**src/rtl/logicfunc_sweep_ctrl_jdl25175.sv**
```systemverilog
// Truth-table sweep sequencer for two 4-input logic-function implementations.
// Walks abcd through 0..15, holds each vector for HOLD_CYCLES settle cycles,
// then samples f_a/f_b and records both truth tables and their differences.
`timescale 1ns/1ps

module logicfunc_sweep_ctrl_jdl25175 #(
    parameter int unsigned HOLD_CYCLES = 4
) (
    input  logic        clk,
    input  logic        reset,
    input  logic        start,
    input  logic        abort,
    input  logic        f_a,
    input  logic        f_b,
    output logic [3:0]  abcd,
    output logic        busy,
    output logic        done,
    output logic [15:0] truth_a,
    output logic [15:0] truth_b,
    output logic        mismatch,
    output logic [4:0]  mismatch_count,
    output logic [3:0]  first_bad,
    output logic        first_bad_valid
);

    typedef enum logic [1:0] {StIdle, StSettle, StSample, StDone} state_e;

    localparam logic [7:0] HoldLast = 8'(HOLD_CYCLES - 1);

    state_e     state_q;
    logic [7:0] hold_cnt_q;

    // Sweep FSM with all outputs registered; reset and abort both land in idle.
    always_ff @(posedge clk) begin
        if (reset) begin
            state_q         <= StIdle;
            hold_cnt_q      <= '0;
            abcd            <= '0;
            busy            <= 1'b0;
            done            <= 1'b0;
            truth_a         <= '0;
            truth_b         <= '0;
            mismatch        <= 1'b0;
            mismatch_count  <= '0;
            first_bad       <= '0;
            first_bad_valid <= 1'b0;
        end else begin
            unique case (state_q)
                StIdle: begin
                    done <= 1'b0;
                    abcd <= '0;
                    if (start && !abort) begin
                        truth_a         <= '0;
                        truth_b         <= '0;
                        mismatch        <= 1'b0;
                        mismatch_count  <= '0;
                        first_bad       <= '0;
                        first_bad_valid <= 1'b0;
                        hold_cnt_q      <= '0;
                        busy            <= 1'b1;
                        state_q         <= StSettle;
                    end
                end
                StSettle: begin
                    if (abort) begin
                        hold_cnt_q <= '0;
                        abcd       <= '0;
                        busy       <= 1'b0;
                        state_q    <= StIdle;
                    end else if (hold_cnt_q == HoldLast) begin
                        hold_cnt_q <= '0;
                        state_q    <= StSample;
                    end else begin
                        hold_cnt_q <= hold_cnt_q + 8'd1;
                    end
                end
                StSample: begin
                    if (abort) begin
                        // Capture of the current vector is dropped on abort.
                        abcd    <= '0;
                        busy    <= 1'b0;
                        state_q <= StIdle;
                    end else begin
                        truth_a[abcd] <= f_a;
                        truth_b[abcd] <= f_b;
                        if (f_a != f_b) begin
                            mismatch       <= 1'b1;
                            mismatch_count <= mismatch_count + 5'd1;
                            if (!first_bad_valid) begin
                                first_bad       <= abcd;
                                first_bad_valid <= 1'b1;
                            end
                        end
                        if (abcd == 4'd15) begin
                            // abcd is left at 15 through the done cycle.
                            busy    <= 1'b0;
                            done    <= 1'b1;
                            state_q <= StDone;
                        end else begin
                            abcd    <= abcd + 4'd1;
                            state_q <= StSettle;
                        end
                    end
                end
                StDone: begin
                    done    <= 1'b0;
                    abcd    <= '0;
                    state_q <= StIdle;
                end
                default: begin
                    busy    <= 1'b0;
                    done    <= 1'b0;
                    abcd    <= '0;
                    state_q <= StIdle;
                end
            endcase
        end
    end

endmodule
```
**config.mk**
```make
export PLATFORM = sky130hd
export DESIGN_NAME = logicfunc_sweep_ctrl_jdl25175
export DESIGN_NICKNAME = d
export VERILOG_FILES = /design/src/rtl/logicfunc_sweep_ctrl_jdl25175.sv
export SDC_FILE = /design/constraint.sdc
export NUM_CORES = 1
export LEC_CHECK = 0
export CAP_MARGIN = 20
export CORE_ASPECT_RATIO = 0.7
export CORE_MARGIN = 4
export CORE_UTILIZATION = 45
export CTS_BUF_LIST = sky130_fd_sc_hd__clkbuf_8
export CTS_CLUSTER_SIZE = 8
export DETAILED_ROUTE_END_ITERATION = 16
export MAX_ROUTING_LAYER = met4
export PLACE_DENSITY_LB_ADDON = 0.05
export SETUP_SLACK_MARGIN = 0.15
export SYNTH_ARGS = -nofsm -noshare
export SYNTH_HDL_FRONTEND = slang
export SYNTH_SLANG_ARGS = --single-unit
```
**constraint.sdc**
```tcl
create_clock -name clk -period 4.1 [get_ports clk]
set_input_delay 1.23 -clock clk [delete_from_list [all_inputs] [get_ports clk]]
set_output_delay 1.23 -clock clk [all_outputs]
set_load 0.005 [all_outputs]
```
Yosys cells after proc, flatten, opt, wreduce, memory -nomap -nowiden --
Index checks and enable logic that the tools add are counted.
Storage, ports and cells: input bits 6, logic and storage cells 91, register bits 58, output and inout bits 49
Operators by class: mux-type cells 44, order comparisons 2, equality and inequality tests 15, add/sub/neg operators 3, reductions and logical operators 17
Operators with widths (number):
- 16-bit case mux with 2 select lines | 2
- 16-bit 2-to-1 mux | 3
- 16-bit bitwise mux | 2
- 4-bit 2-to-1 mux | 7
- 8-bit 2-to-1 mux | 3
- 8-bit case mux with 2 select lines | 1
- 5-bit 2-to-1 mux | 3
- 2-bit inequality test, second input constant | 6
- 4-bit case mux with 3 select lines | 1
- 1-bit 2-to-1 mux | 10
- 2-bit 2-to-1 mux | 5
- 5-bit case mux with 2 select lines | 1
- 3-bit inequality test, second input constant | 3
- 8-bit by 1-bit adder with 8-bit output, second input constant | 1
- 8-bit by 2-bit equality test with 1-bit output, second input constant | 1
- 2-bit case mux with 4 select lines | 1
- 4-bit case mux with 2 select lines | 1
- 4-bit AND reduction | 2
- 2-bit AND reduction | 3
- 3-bit AND reduction | 2
- 2-bit nonzero test | 3
- 5-bit by 1-bit adder with 5-bit output, second input constant | 1
- 4-bit by 5-bit < comparator with 1-bit output, second input constant | 1
- 5-bit AND reduction | 1
- 14 further kinds | 17

Depth between registers and ports, before layout --
Gate-level depths: netlist of run 1.
word-level depth 7, depth in mapped cells 8, depth with buffers taken out 6

Worst setup path after synthesis of run 1 --
No wires, ideal clock.
path kind input-to-reg, from input abort, to register truth_b[4], arrival time 2356 ps, cell stages on the path 6, setup time 70 ps, buffers on the path 2, setup slack 1673 ps, data required time 4030 ps, cells stage by stage buf_2 > nand2b_1 > nor3b_2 > buf_2 > nand3_1 > a21oi_1
Between the ends: word-level cells in the longest chain between the ends 4, elaborated cells on any way between the ends 5, classes of those cells 2 x eq/ne; 3 x reduce/logical
RTL lines:
- start, declared | line 12 | input logic abort,
- 1-bit logical NOT | line 52 | if (start && !abort) begin
- 1-bit logical AND | line 52
- 2-bit inequality test (no source line)
- 3-bit AND reduction (no source line) (*)
- end signal, assigned | line 42 | truth_b <= '0;
- end signal, assigned | line 54 | truth_b <= '0;
- end signal, assigned by index | line 85 | truth_b[abcd] <= f_b;
- end, declared | line 19 | output logic [15:0] truth_b,
Mark *: on every way between the ends. The rest lies on a longest branch, timed or not. A chain may end at the register's enable or synchronous reset.

Worst setup path in the final report of run 1 --
from register state_q[0], to register mismatch_count[4]
Between the ends: word-level cells in the longest chain between the ends 3, elaborated cells on any way between the ends 8, classes of those cells 4 x eq/ne; 1 x mux; 3 x reduce/logical
RTL lines:
- start, declared | line 30 | state_e state_q;
- start signal, assigned | line 36 | state_q <= StIdle;
- start signal, assigned | line 61 | state_q <= StSettle;
- start signal, assigned | line 69 | state_q <= StIdle;
- 2-bit equality test or 2-bit logical NOT (tied branches) | line 48 | unique case (state_q)
- 2-bit inequality test (no source line) or 2-bit nonzero test (tied branches)
- 4-bit AND reduction (no source line)
- end signal, assigned | line 88 | mismatch_count <= mismatch_count + 5'd1;
- end, declared | line 21 | output logic [4:0] mismatch_count,
Several ways; a longest one is shown, not always the timed one.

==> results of run 1 <==
## metal layers
layer  track usage, %  wire length (um)  up-vias
met5                -                 0        -
met4            7.278                76        0
met3            6.859               509        8
met2            28.93              3282       90
met1            29.72              3994     1239
li1                 -                 -     1325
## worst paths after layout
kind / cells after the start / startpoint / to / slack [ns]
worst max-delay path: 6 / state_q[0] / mismatch_count[4] / 1.16
worst max register to register: 6 / state_q[0] / mismatch_count[4] / 1.16
worst min-delay path: 2 / truth_b[9] / truth_b[9] / 0.47
worst min register to register: 2 / truth_b[9] / truth_b[9] / 0.47
## through the flow
step / hold slack (ns) / instance area [um^2]
after floorplan: 0.4619 / 2960
after global placement: 0.4579 / 3523
after detailed placement: 0.4600 / 3523
after CTS: 0.4703 / 3727
after global routing: 0.4828 / 3727
final: 0.4696 / 3727
## kinds of logic (layout without fill, tap and decap cells)
group	after synthesis	in the layout	synth area share, %
adders and majority gates	10	10	4.227
and+or+nand+nor	143	143	28.11
buffers and inverters	37	83	5.325
AOI/OAI and AO/OA	86	86	19.27
DFF	58	58	39.22
xor gates and xnor gates	8	8	2.367
muxes	4	4	1.479
## report_power, final
| part | total, mW | switching [mW] | leakage, nW | internal, mW |
|---|---|---|---|---|
| clock | 0.548 | 0.224 | 0.110 | 0.324 |
| combinational | 0.158 | 0.0891 | 0.612 | 0.0684 |
| sequential | 0.582 | 0.00977 | 0.468 | 0.573 |
## state kept, by name, summed over array words and instances (netlist names)
| register | count |
|---|---|
| abcd | 4 |
| busy | 1 |
| done | 1 |
| first_bad | 4 |
| first_bad_valid | 1 |
| hold_cnt_q | 8 |
| mismatch_count | 5 |
| state_q | 2 |
| truth_a | 16 |
| truth_b | 16 |
## cell type report
cell class / count / area, um^2
flip-flops and latches: 58 / 1161
fillers: 578 / 2579
multi-input cells: 251 / 1642
well taps: 78 / 97.59
clock inverters: 3 / 38.79
repair buffers: 62 / 600.6
inverters: 6 / 22.52
clock buffers: 12 / 165.2
## critical path, delay by kind of cell (launching register included)
kind,cells,cell delay [ns]
AND/OR/NAND/NOR,2,1.10
adder cells (fa/ha/maj),1,0.81
AO/OA/AOI/OAI,2,0.49
flip-flops,1,0.35
buffers and inverters,1,0.09
## layout by cell type (no fill, tap or decap), types with 2 or more instances in the layout
cell	n
dfxtp_1	58
clkdlybuf4s50_1	54
a21oi_1	46
nand2b_1	37
nand3_1	34
a211oi_1	18
nor2_1	16
nand2_1	12
clkbuf_8	12
nand3b_1	11
ha_1	10
nand4_1	8
buf_4	8
inv_1	7
xnor2_1	7
nor2b_1	6
nor3_1	4
or3b_1	4
a32oi_1	4
nand4b_1	3
mux2i_1	3
a311oi_1	3
nor3b_2	2
and2_1	2
a21o_1	2
a41oi_1	2
and3_1	2
o31ai_1	2
==> results.sh, run 1 <==
export IMPL_status="finished clean"
export IMPL_gp_congestion=0.7648
export IMPL_setup_tns_ns=0
export IMPL_cts_resized_gates=0
export IMPL_yosysSeqAreaShare_pct=39.22
export IMPL_min_period_over_period_pct=71.80
export IMPL_max_freq_mhz=339.7
export IMPL_syn_inst=346
export IMPL_core_region_area_um2=6306
export IMPL_leakagePower_nw=1.189
export IMPL_drt_first_pass_iters=4
export IMPL_synth_area_leaders="dfxtp_1, nand2b_1, a21oi_1"
export IMPL_yosys_warnings=0
export IMPL_viasPerCell=5.664
export IMPL_grt_pass1_wl_um=12780
export IMPL_avgSynthCellArea_um2=8.556
export IMPL_post_cts_buffers=0
export IMPL_fin_nets=404
export IMPL_grt_pass1_vias=2528
export IMPL_drv_cap=0
export IMPL_cpPeakStageDelay_ns=0.81
export IMPL_die_h_um=75.86
export IMPL_ir_drop_uv=222.5
export IMPL_grt_ovfl_total=0
export IMPL_routed_wirelength_um=7862
export IMPL_synthTopCellsByCount="dfxtp_1, a21oi_1, nand2b_1"
export IMPL_hold_class="flip-flop to flip-flop"
export IMPL_dr_first_iter_drc_count=123
export IMPL_p_per_area_nw_per_um2=345.5
export IMPL_yosys_area_top_type_share_pct=39.22
export IMPL_critical_path_slowest_cell="ha_1"
export IMPL_start_kind="flip-flop"
export IMPL_tritoncts="built"
export IMPL_fp_dieArea_um2=7961
export IMPL_slew_headroom_pct=34.04
export IMPL_skew_ns=0.006476
export IMPL_grt_max_degree=31
export IMPL_hold_buffers=0
export IMPL_clockBufferDepth=2
export IMPL_die_w_um=104.9
export IMPL_clock_latency_ns=0.34
export IMPL_yosys_area_top_type="dfxtp_1"
export IMPL_crit_path_max_fanout=25
export IMPL_antenna_found_initial=0
export IMPL_yosysMostFrequentCell="dfxtp_1"
export IMPL_vias=2662
export IMPL_crit_chain="inv_1 > ha_1 > nand2b_1 > nor3_2 > a41oi_1 > a311oi_1"
export IMPL_dp_hpwl_um=5259
export IMPL_place_inst=455
export IMPL_post_place_ws_ns=0.8630
export IMPL_cp_required_ns=4.35
export IMPL_io_pins=55
export IMPL_fp_row_count=24
export IMPL_path_clk_slew_ns=0.06
export IMPL_rsz0062_at_grt="no"
export IMPL_drcViolationCount=0
export IMPL_utilization_pct=59.11
export IMPL_end_kind="flip-flop"
export IMPL_fin_ws_ns=1.156
export IMPL_fin_cells=470
export IMPL_cts_buffers=9
export IMPL_tightest_slew_ns=0.9893
export IMPL_synth_edf_count=0
export IMPL_power_mw=1.288
export IMPL_portBuffers=54
export IMPL_hold_viol=0
export IMPL_netlist_area_um2=2960
export IMPL_maxSlewViolCount=0
export IMPL_async_flop_share_pct=0
export IMPL_worstSetupPathType="flip-flop to flip-flop"
export IMPL_antenna_left=0
export IMPL_setup_viol_count_final=0
export IMPL_area_delta_synth_final_pct=25.91
export IMPL_grt_usage_pct=21.37
export IMPL_synth_seq_cells=58
export IMPL_critPathArrivalTime_ns=3.19
export IMPL_cts_sinks=58
export IMPL_synth_flop_cell="dfxtp_1"
export IMPL_cts_root_buf="clkbuf_8"
export IMPL_drive_above_1_share_pct=7.908
export IMPL_wl_per_cell_um=16.73
export IMPL_htree_levels=3
export IMPL_synth_distinct_cells=43
export IMPL_finalWorstPathRequiredPeriod_ns=2.944
export IMPL_initial_core_util_pct=46.94
export IMPL_antenna_cells=0
export IMPL_syn_num_nets=362
No activity file was read; power rests on OpenSTA's default activity.
==> run 2: changes to the inputs <==
clock period = 2.8 ns   (was 4.1 ns; I/O delays follow)
==> run 2 against run 1 <==
  * Worst setup slack got worse by 0.58 ns
  * Routed wire length shrank 3.6%
  * Utilization grew 0.14 points
  * Design area increased by 0.24%
  * Clock skew rose by 0.0022 ns
  * Global-route usage decreased by 0.77 points
  * Cell count rose by 1.5%
  * Combinational power grew 49%
  * Sequential power rose by 46%
  * Register-to-register slack lost 0.36 ns
  * Highest routed layer unchanged
  * Critical endpoint is now abcd[1]
  * Non-clock buffer count grew 6
==> results.sh, run 2 (synthesized netlist as in run 1, its figures left out) <==
export IMPL_status="finished clean"
export IMPL_antenna_left=0
export IMPL_cts_root_buf="clkbuf_8"
export IMPL_ff2ff_setup_slack_ns=0.80
export IMPL_initial_core_util_pct=46.94
export IMPL_critPathArrivalTime_ns=1.38
export IMPL_min_from="truth_b[11]"
export IMPL_p_per_area_nw_per_um2=466.0
export IMPL_min_to="truth_b[11]"
export IMPL_cts_sinks=58
export IMPL_top_layer_used="met4"
export IMPL_tritoncts="built"
export IMPL_reg2reg_to="hold_cnt_q[5]"
export IMPL_die_h_um=75.86
export IMPL_maxSlewViolCount=0
export IMPL_hold_viol=0
export IMPL_dr_wl_met2_um=3070
export IMPL_grt_ovfl_total=0
export IMPL_crit_chain="clkdlybuf4s50_1"
export IMPL_post_cts_buffers=0
export IMPL_routed_wirelength_um=7579
export IMPL_antenna_found_initial=0
export IMPL_timing_rr_start="hold_cnt_q[0]"
export IMPL_critPathBufInv=1
export IMPL_dpl_cell_area_um2=3561
export IMPL_antenna_cells=0
export IMPL_vias=2657
export IMPL_whs_ns=0.4703
export IMPL_crit_path_max_fanout=7
export IMPL_end_kind="output port"
export IMPL_fp_row_count=24
export IMPL_start_kind="flip-flop"
export IMPL_finalInstanceArea_um2=3736
export IMPL_place_inst=460
export IMPL_io_pins=55
export IMPL_viasPerCell=5.570
export IMPL_dp_hpwl_um=5254
export IMPL_drive_above_1_share_pct=9.023
export IMPL_grt_pass1_vias=2504
export IMPL_final_cell_mix="dfxtp_1, clkdlybuf4s50_1, a21oi_1"
export IMPL_rr_worst_depth=5
export IMPL_multi_input_area_um2=1642
export IMPL_portBuffers=54
export IMPL_setup_viol_count_final=0
export IMPL_drcViolationCount=0
export IMPL_drt_first_pass_iters=4
export IMPL_grt_pass1_wl_um=12620
export IMPL_ir_drop_uv=333.8
export IMPL_slew_headroom_pct=58.70
export IMPL_fin_cells=477
export IMPL_skew_ns=0.008718
export IMPL_register_area_um2=1161
export IMPL_cts_resized_gates=0
export IMPL_final_common_cell="dfxtp_1"
export IMPL_cp_required_ns=1.96
export IMPL_hold_class="flip-flop to flip-flop"
export IMPL_clock_latency_ns=0.34
export IMPL_fp_dieArea_um2=7961
export IMPL_n_fill_cell=578
export IMPL_area_delta_synth_final_pct=26.20
export IMPL_grt_usage_pct=20.60
export IMPL_finalWorstPathRequiredPeriod_ns=2.219
export IMPL_leakagePower_nw=1.213
export IMPL_met1Wirelength_um=3905
export IMPL_core_region_area_um2=6306
export IMPL_utilization_pct=59.25
export IMPL_min_period_over_period_pct=79.25
export IMPL_dr_first_iter_drc_count=115
export IMPL_rsz0062_at_grt="no"
export IMPL_hold_path_depth=2
export IMPL_grt_max_degree=31
export IMPL_max_freq_mhz=450.6
export IMPL_clockBufferDepth=2
export IMPL_critical_path_top_delay_family="buffers and inverters"
export IMPL_cts_buffers=9
export IMPL_top_regs="truth_a: 16 flops, truth_b: 16 flops, hold_cnt_q: 8 flops"
export IMPL_wl_per_cell_um=15.89
export IMPL_fin_nets=410
export IMPL_path_clk_slew_ns=0.07
export IMPL_htree_levels=3
export IMPL_drv_cap=0
export IMPL_wl_met3_um=523
export IMPL_critical_path_slowest_cell="clkdlybuf4s50_1"
export IMPL_hold_buffers=0
export IMPL_die_w_um=104.9
export IMPL_tightest_slew_ns=0.6182
export IMPL_gp_congestion=0.7961
export IMPL_setup_tns_ns=0
export IMPL_cpPeakStageDelay_ns=0.57
export IMPL_worstSetupPathType="flip-flop to output port"
## run 2: final cells by class
class | instances | area share [%]
timing repair buffer | 68 | 17.38
clock buffer | 10 | 3.684
tap | 78 | 2.612
sequential | 58 | 31.08
inverter | 6 | 0.6028
multi-input combinational | 251 | 43.94
clock inverter | 6 | 0.7033
## run 2: worst max-delay path by stage
stage / start / endpoint / slack [ns] / cells past startpoint
after global routing: abcd[0] / abcd[0] / 0.50 / 1
after detailed placement: start / mismatch_count[4] / -0.03 / 4
after global placement: start / mismatch_count[1] / 0.004 / 5
final: abcd[1] / abcd[1] / 0.58 / 1
after CTS: start / mismatch_count[3] / 0.32 / 4
after floorplan: abort / truth_b[4] / 0.76 / 6
## run 2: per-layer routing
layer	vias to the layer above	GRT usage, %
li1	1342	-
met1	1219	28.56
met2	87	29.35
met3	9	4.996
met4	0	7.132
met5	-	-
## run 2: report_power, final
| part | internal, mW | switching [mW] |
|---|---|---|
| Clock | 0.330 | 0.324 |
| Sequential | 0.839 | 0.0135 |
| Combinational | 0.104 | 0.131 |
| Total | 1.27 | 0.468 |
## run 2: per-stage QoR
step                      setup slack, ns  total power [mW]
after global placement           0.003962             1.095
after floorplan                    0.7632             1.033
after global routing               0.5005             1.820
after CTS                          0.3232             1.762
final                              0.5809             1.741
after detailed placement         -0.03149             1.097
==> run 3: changes to the inputs <==
clock period = 2 ns   (was 2.8 ns; I/O delays follow)
==> run 3 against run 2 <==
  * Hold slack got worse by 0.018 ns
  * Non-clock buffer count increased by 25
  * Clock power increased by 33%
  * Total power increased by 42%
  * Routed wire length increased by 4.2%
  * Cell count increased by 5.0%
  * Global-route usage increased by 0.78 points
  * Worst setup slack got worse by 0.39 ns
  * Design area increased by 9.2%
  * Critical path type is now flip-flop to flip-flop
  * Largest cell class unchanged
==> results.sh, run 3 (synthesized netlist as in run 1, its figures left out) <==
export IMPL_setup_viol_count_final=0
export IMPL_critPathBufInv=0
export IMPL_top_regs="truth_a: 16 flops, truth_b: 16 flops, hold_cnt_q: 8 flops"
export IMPL_drive_above_1_share_pct=19.62
export IMPL_fin_nets=435
export IMPL_dpl_cell_area_um2=3769
export IMPL_clock_latency_ns=0.34
export IMPL_n_fill_cell=532
export IMPL_drv_cap=0
export IMPL_critical_path_slowest_cell="or4b_4"
export IMPL_die_w_um=104.9
export IMPL_htree_levels=3
export IMPL_start_kind="flip-flop"
export IMPL_cp_required_ns=2.21
export IMPL_drcViolationCount=0
export IMPL_hold_buffers=0
export IMPL_area_delta_synth_final_pct=37.87
export IMPL_maxSlewViolCount=0
export IMPL_cts_sinks=58
export IMPL_grt_max_degree=42
export IMPL_grt_pass1_vias=2589
export IMPL_cpPeakStageDelay_ns=0.47
export IMPL_grt_pass1_wl_um=13090
export IMPL_cts_buffers=9
export IMPL_hold_path_depth=1
export IMPL_vias=2776
export IMPL_skew_ns=0.003956
export IMPL_path_clk_slew_ns=0.06
export IMPL_initial_core_util_pct=46.94
export IMPL_crit_chain="ha_4 > or4b_4 > o41a_1 > o21ai_4 > nor2_1"
export IMPL_fp_row_count=24
export IMPL_timing_rr_start="hold_cnt_q[0]"
export IMPL_p_per_area_nw_per_um2=604.4
export IMPL_final_cell_mix="a21oi_1, dfxtp_1, clkdlybuf4s50_1"
export IMPL_io_pins=55
export IMPL_path_depth=5
export IMPL_cts_root_buf="clkbuf_8"
export IMPL_leakagePower_nw=1.566
export IMPL_viasPerCell=5.541
export IMPL_rr_worst_depth=5
export IMPL_tritoncts="built"
export IMPL_hold_class="flip-flop to flip-flop"
export IMPL_ir_drop_uv=404.5
export IMPL_rsz0062_at_grt="yes"
export IMPL_grt_ovfl_total=0
export IMPL_tightest_slew_ns=0.6084
export IMPL_slew_headroom_pct=59.36
export IMPL_wl_per_cell_um=15.77
export IMPL_min_from="mismatch_count[4]"
export IMPL_end_kind="flip-flop"
export IMPL_min_period_over_period_pct=90.67
export IMPL_status="finished clean"
export IMPL_critPathArrivalTime_ns=2.03
export IMPL_antenna_left=0
export IMPL_setup_tns_ns=0
export IMPL_grt_usage_pct=21.38
export IMPL_finalInstanceArea_um2=4081
export IMPL_die_h_um=75.86
export IMPL_portBuffers=54
export IMPL_gp_congestion=0.8418
export IMPL_dr_first_iter_drc_count=109
export IMPL_whs_ns=0.4523
export IMPL_core_region_area_um2=6306
export IMPL_max_freq_mhz=551.5
export IMPL_startpoint="hold_cnt_q[0]"
export IMPL_dp_hpwl_um=5545
export IMPL_drt_first_pass_iters=4
export IMPL_hold_viol=0
export IMPL_critical_path_top_delay_family="compound AO/OA/AOI/OAI gates"
export IMPL_routed_wirelength_um=7901
export IMPL_antenna_cells=0
export IMPL_antenna_found_initial=0
export IMPL_finalWorstPathRequiredPeriod_ns=1.813
export IMPL_crit_path_max_fanout=8
export IMPL_clockBufferDepth=2
export IMPL_worstSetupPathType="flip-flop to flip-flop"
export IMPL_fp_dieArea_um2=7961
export IMPL_final_common_cell="a21oi_1"
[run 3: layer usage]
layer,global-route usage [%],wire [um],vias to the layer above
li1,-,-,1387
met1,28.79,3976,1280
met2,30.99,3255,99
met3,6.859,582,10
met4,5.822,87,0
met5,-,0,-
[run 3: where the power goes]
| group | switching (mW) | internal (mW) |
|---|---|---|
| Clock | 0.446 | 0.423 |
| Combinational | 0.208 | 0.205 |
| Sequential | 0.0158 | 1.17 |
[run 3: area by class of cell]
class,count,area (um^2),area share [%]
clock buffers,9,123.9,3.035
well taps,78,97.59,2.391
multi-input cells,251,1683,41.23
inverters,6,22.52,0.5518
clock inverters,6,27.53,0.6744
flip-flops and latches,58,1196,29.31
repair buffers,93,930.9,22.81
[run 3: final timing paths]
kind,end,slack (ns)
setup / recovery,hold_cnt_q[1],0.19
hold / removal,mismatch_count[4],0.45
setup reg to reg,hold_cnt_q[1],0.19
hold reg to reg,mismatch_count[4],0.45
[run 3: repair_timing]
action | in CTS | in global routing
resized for setup | 24 | 25
endpoints found under the setup margin | 60 | 52
setup buffers | 3 | 2
pin swaps | 1 | 5
endpoints found under the hold margin | 0 | 0
[run 3: metrics by stage]
stage	utilization [%]	setup WS [ns]	cells	total power, mW
floorplan	-	0.2016	346	1.446
global placement	59.76	-0.4198	481	1.577
detailed placement	59.76	-0.4612	481	1.578
CTS	63.15	0.1437	499	2.467
global route	64.72	0.09421	501	2.586
finish	64.72	0.1867	501	2.467
==> edit 1: new RTL, config.mk and constraints of run 2 <==
Add an input register stage for `start`, `abort`, `f_a` and `f_b`, without a reset; this delays them by one clock. Comments in the files are not updated.
--- a/src/rtl/logicfunc_sweep_ctrl_jdl25175.sv
+++ b/src/rtl/logicfunc_sweep_ctrl_jdl25175.sv
@@ -27,6 +27,18 @@
 
     localparam logic [7:0] HoldLast = 8'(HOLD_CYCLES - 1);
 
+    logic start_q;
+    logic abort_q;
+    logic f_a_q;
+    logic f_b_q;
+
+    always_ff @(posedge clk) begin
+        start_q <= start;
+        abort_q <= abort;
+        f_a_q   <= f_a;
+        f_b_q   <= f_b;
+    end
+
     state_e     state_q;
     logic [7:0] hold_cnt_q;
 
@@ -49,7 +61,7 @@
                 StIdle: begin
                     done <= 1'b0;
                     abcd <= '0;
-                    if (start && !abort) begin
+                    if (start_q && !abort_q) begin
                         truth_a         <= '0;
                         truth_b         <= '0;
                         mismatch        <= 1'b0;
@@ -62,7 +74,7 @@
                     end
                 end
                 StSettle: begin
-                    if (abort) begin
+                    if (abort_q) begin
                         hold_cnt_q <= '0;
                         abcd       <= '0;
                         busy       <= 1'b0;
@@ -75,15 +87,15 @@
                     end
                 end
                 StSample: begin
-                    if (abort) begin
+                    if (abort_q) begin
                         // Capture of the current vector is dropped on abort.
                         abcd    <= '0;
                         busy    <= 1'b0;
                         state_q <= StIdle;
                     end else begin
-                        truth_a[abcd] <= f_a;
-                        truth_b[abcd] <= f_b;
-                        if (f_a != f_b) begin
+                        truth_a[abcd] <= f_a_q;
+                        truth_b[abcd] <= f_b_q;
+                        if (f_a_q != f_b_q) begin
                             mismatch       <= 1'b1;
                             mismatch_count <= mismatch_count + 5'd1;
                             if (!first_bad_valid) begin
Behaviour: not the same (a bounded check fails within 4 cycles, from zero or initial values and one cycle with reset high).
==> edit 1 against run 2 <==
Clock skew shrank 0.0029 ns; largest power group unchanged; setup slack lost 0.12 ns; power rose by 2.6%; register-to-register slack lost 0.34 ns; area after synthesis grew 2.7%; combinational power down 5%; non-clock buffer count decreased by 5; largest cell class unchanged; sequential power increased by 7.5%; wire length is 1.0% higher; design area increased by 1.2%; critical path depth grew 5; sequential cell count increased by 4.
==> edit 1: results (changes against run 2) <==
[synth]
synth_xor_area_frac=0.0230  ; -0.000623
synthArstFlopShare=0  ; unchanged
netlist_top_cells_area=dfxtp_1, nand2b_1, a21oi_1
synth_nets=366  ; +1.1%
yosysSeqAreaShare=0.408  ; +0.0160
synth_compound_area_frac=0.188  ; -0.00508
yosys-top-cells-count=dfxtp_1, a21oi_1, nand2b_1, nand3_1, a211oi_1
yosysWarnings=0  ; unchanged
synth.mux.area_fraction=0.0144  ; -0.000390
yosysUniqueCellTypes=43  ; unchanged
synth_adder_area_share=0.0412  ; -0.00111

[grt]
grt_pass1_vias=2465  ; -1.6%
grt_antenna_before_repair=0  ; unchanged
gr-total-overflow=0  ; unchanged
grt_max_degree=36  ; +16%
grt_pass1_wl_um=12700  ; +0.65%
grt_use_total=0.200  ; -0.00610

[routing]
top_layer_used=met4
drt-initial-drc-count=184  ; +60%
avgViaCountPerCell=5.41  ; -2.8%
drt_wl_total_um=7660  ; +1.0%
wl_met1_um=3920  ; +0.33%
wl_met2_um=3110  ; +1.2%
drt_pre_antenna_iters=4  ; unchanged
wl_met3_um=580  ; +11%

[setup_path]
crit_path_max_fanout=16  ; +9
critPathMaxStageDelay_ns=0.91  ; +0.34 ns
critPathTopFamily=simple AND/OR/NAND/NOR gates
critPathArrivalTime_ns=2.60  ; +1.22 ns
crit_slowest_cell=nor3b_2

[clocking]
numCtsBuffers=9  ; unchanged
clockRootBuffer=clkbuf_8
postCtsSetupBuffers=0  ; unchanged
cts_resized=0  ; unchanged
cts_buffer_depth=2  ; unchanged
clk_latency_ns=0.33
clk_pin_slew_ns=0.07  ; about the same

[cells_and_area]
nNetsFinal=409  ; -0.24%
fillers=609  ; +5.4%
insertedDiodeCount=0  ; unchanged
drive_gt1_frac=0.0806  ; -0.00962

[power]
leakage_nw=1.20  ; -0.66%
irDropWorstVdd_mv=0.279  ; -16%

[timing]
worst_slack_ns=0.465  ; -0.116 ns
relSlewSlack=0.267  ; -0.320
fin_skew_ns=0.00584  ; -0.00288 ns

[status]
status=finished, final reports clean

[placement]
gp_congestion=0.865  ; +8.6%
place_hpwl_um=5290  ; +0.77%
portBuffers=54  ; unchanged

edit 1: area by class of cell:
class / count / area share
inverter: 6 / 0.00595
clock buffer: 9 / 0.0327
timing repair buffer: 63 / 0.161
clock inverter: 6 / 0.00827
tap: 91 / 0.0301
sequential: 62 / 0.328
multi-input combinational: 251 / 0.434
edit 1: kinds of logic (layout without fill, tap and decap cells):
kind of cell	after synthesis	after routing
AND/OR/NAND/NOR	143	143
adder cells (fa/ha/maj)	10	10
XOR/XNOR	8	8
multiplexers	4	4
flip-flops	62	62
AO/OA/AOI/OAI	86	86
buffers and inverters	37	84
edit 1: metrics by stage:
stage / hold slack, ns / instance area, µm² / std cells
finish: 0.471 / 3780 / 488
global route: 0.489 / 3780 / 488
CTS: 0.471 / 3780 / 488
detailed placement: 0.459 / 3630 / 473
global placement: 0.458 / 3630 / 473
floorplan: 0.462 / 3040 / 350
edit 1: worst min-delay path: stages (launching register included):
cell      delay (ns)
dfxtp_1         0.31
nand2b_1        0.06
a21oi_1         0.05
edit 1: final timing paths:
kind,startpoint,end,slack [ns],cells after the start
hold / removal,truth_b[8],truth_b[8],0.47,2
hold reg to reg,truth_b[8],truth_b[8],0.47,2
setup reg to reg,state_q[0],truth_b[0],0.46,6
setup / recovery,state_q[0],truth_b[0],0.46,6
edit 1: power by group:
group | internal (mW) | switching [mW]
Sequential | 0.898 | 0.0175
Clock | 0.306 | 0.340
Combinational | 0.100 | 0.123
edit 1: routing by layer:
| layer | global-route usage | up-vias |
|---|---|---|
| li1 | - | 1335 |
| met1 | 0.292 | 1204 |
| met2 | 0.271 | 95 |
| met3 | 0.0512 | 7 |
| met4 | 0.0543 | 0 |
| met5 | - | - |
==> edit 2: new RTL, settings of run 2 <==
Made on the original files. The 4 states of `state_e` get a one-hot encoding in 4 bits.
--- a/src/rtl/logicfunc_sweep_ctrl_jdl25175.sv
+++ b/src/rtl/logicfunc_sweep_ctrl_jdl25175.sv
@@ -23,7 +23,7 @@
     output logic        first_bad_valid
 );
 
-    typedef enum logic [1:0] {StIdle, StSettle, StSample, StDone} state_e;
+    typedef enum logic [3:0] {StIdle = 4'b0001, StSettle = 4'b0010, StSample = 4'b0100, StDone = 4'b1000} state_e;
 
     localparam logic [7:0] HoldLast = 8'(HOLD_CYCLES - 1);
 
Formal check against the unedited RTL: no difference found for any inputs over 10 cycles, from zero or initial values and one cycle with reset high; not proved beyond that.
==> edit 2 against run 2 <==
Setup slack lost 0.064 ns; critical endpoint is now truth_a[10]; largest cell class unchanged; wire length decreased by 4.5%; critical path depth increased by 5; highest routed layer unchanged; sequential cell count grew 2; cell count decreased by 6.9%; core utilization is 2.0 points higher; area after synthesis is 5.7% lower; design area fell by 3.8%.
Power is not compared: it rests on default switching activity, and its combinational part moved more than twofold at a synthesized area within 25%.
==> edit 2: results (changes against run 2) <==
[status]
status=finished, final reports clean

[placement]
place_inst=428  ; -7.0%
place_ws_ns=0.169  ; +0.200 ns
place_hpwl_um=5000  ; -4.9%

[synth]
synth_nets=320  ; -12%
synth_compound_area_frac=0.249  ; +0.0564
yosysUniqueCellTypes=50  ; +16%
synth_adder_area_share=0.0269  ; -0.0154
syn_inst=308  ; -11%
yosysSeqAreaShare=0.430  ; +0.0379

[setup_path]
critPathArrivalTime_ns=2.50  ; +1.12 ns
crit_path_max_fanout=20  ; +13
r2r_slack_ns=0.68  ; -0.12 ns
ff2ff_path_depth=4  ; -1

[routing]
vias=2504  ; -5.8%
wl_per_cell_um=16.3  ; +2.6%
avgViaCountPerCell=5.64  ; +1.2%
wl_met2_um=3030  ; -1.3%
drt_pre_antenna_iters=5  ; +1

[timing]
relSlewSlack=0.640  ; +0.0527
fin_skew_ns=0.00588  ; -0.00284 ns
min_period_over_period=0.815  ; +0.0229
fin_hold_ws_ns=0.461  ; -0.00947 ns

[grt]
grt_max_degree=28  ; -9.7%
grt_pass1_wl_um=12000  ; -4.7%
gr-usage-met3=0.0626  ; +0.0127
grt_use_met1=0.290  ; +0.00487

[cells_and_area]
fillers=512  ; -11%
nNetsFinal=376  ; -8.3%

==> edit 2: worst min path at each step <==
stage | end | depth (start not counted)
4_1_cts | truth_b[10] | 1
5_1_grt | truth_a[5] | 1
3_3_place_gp | truth_a[6] | 1
6_report | truth_b[8] | 1
2_1_floorplan | truth_b[0] | 1
3_5_place_dp | truth_b[10] | 1
==> edit 2: power breakdown <==
| group | switching [mW] | total [mW] | leakage, nW | internal, mW |
|---|---|---|---|---|
| sequential | 0.00590 | 0.862 | 0.483 | 0.856 |
| combinational | 0.0509 | 0.0839 | 0.657 | 0.0330 |
| clock | 0.330 | 0.665 | 0.0930 | 0.335 |
| total | 0.387 | 1.61 | 1.23 | 1.22 |
==> edit 2: final cells by class <==
| cell class | count | share of cell area |
|---|---|---|
| clock buffer | 10 | 0.0383 |
| clock inverter | 6 | 0.00870 |
| inverter | 5 | 0.00522 |
| multi-input combinational | 220 | 0.408 |
| sequential | 60 | 0.334 |
| tap | 75 | 0.0261 |
| timing repair buffer | 68 | 0.180 |
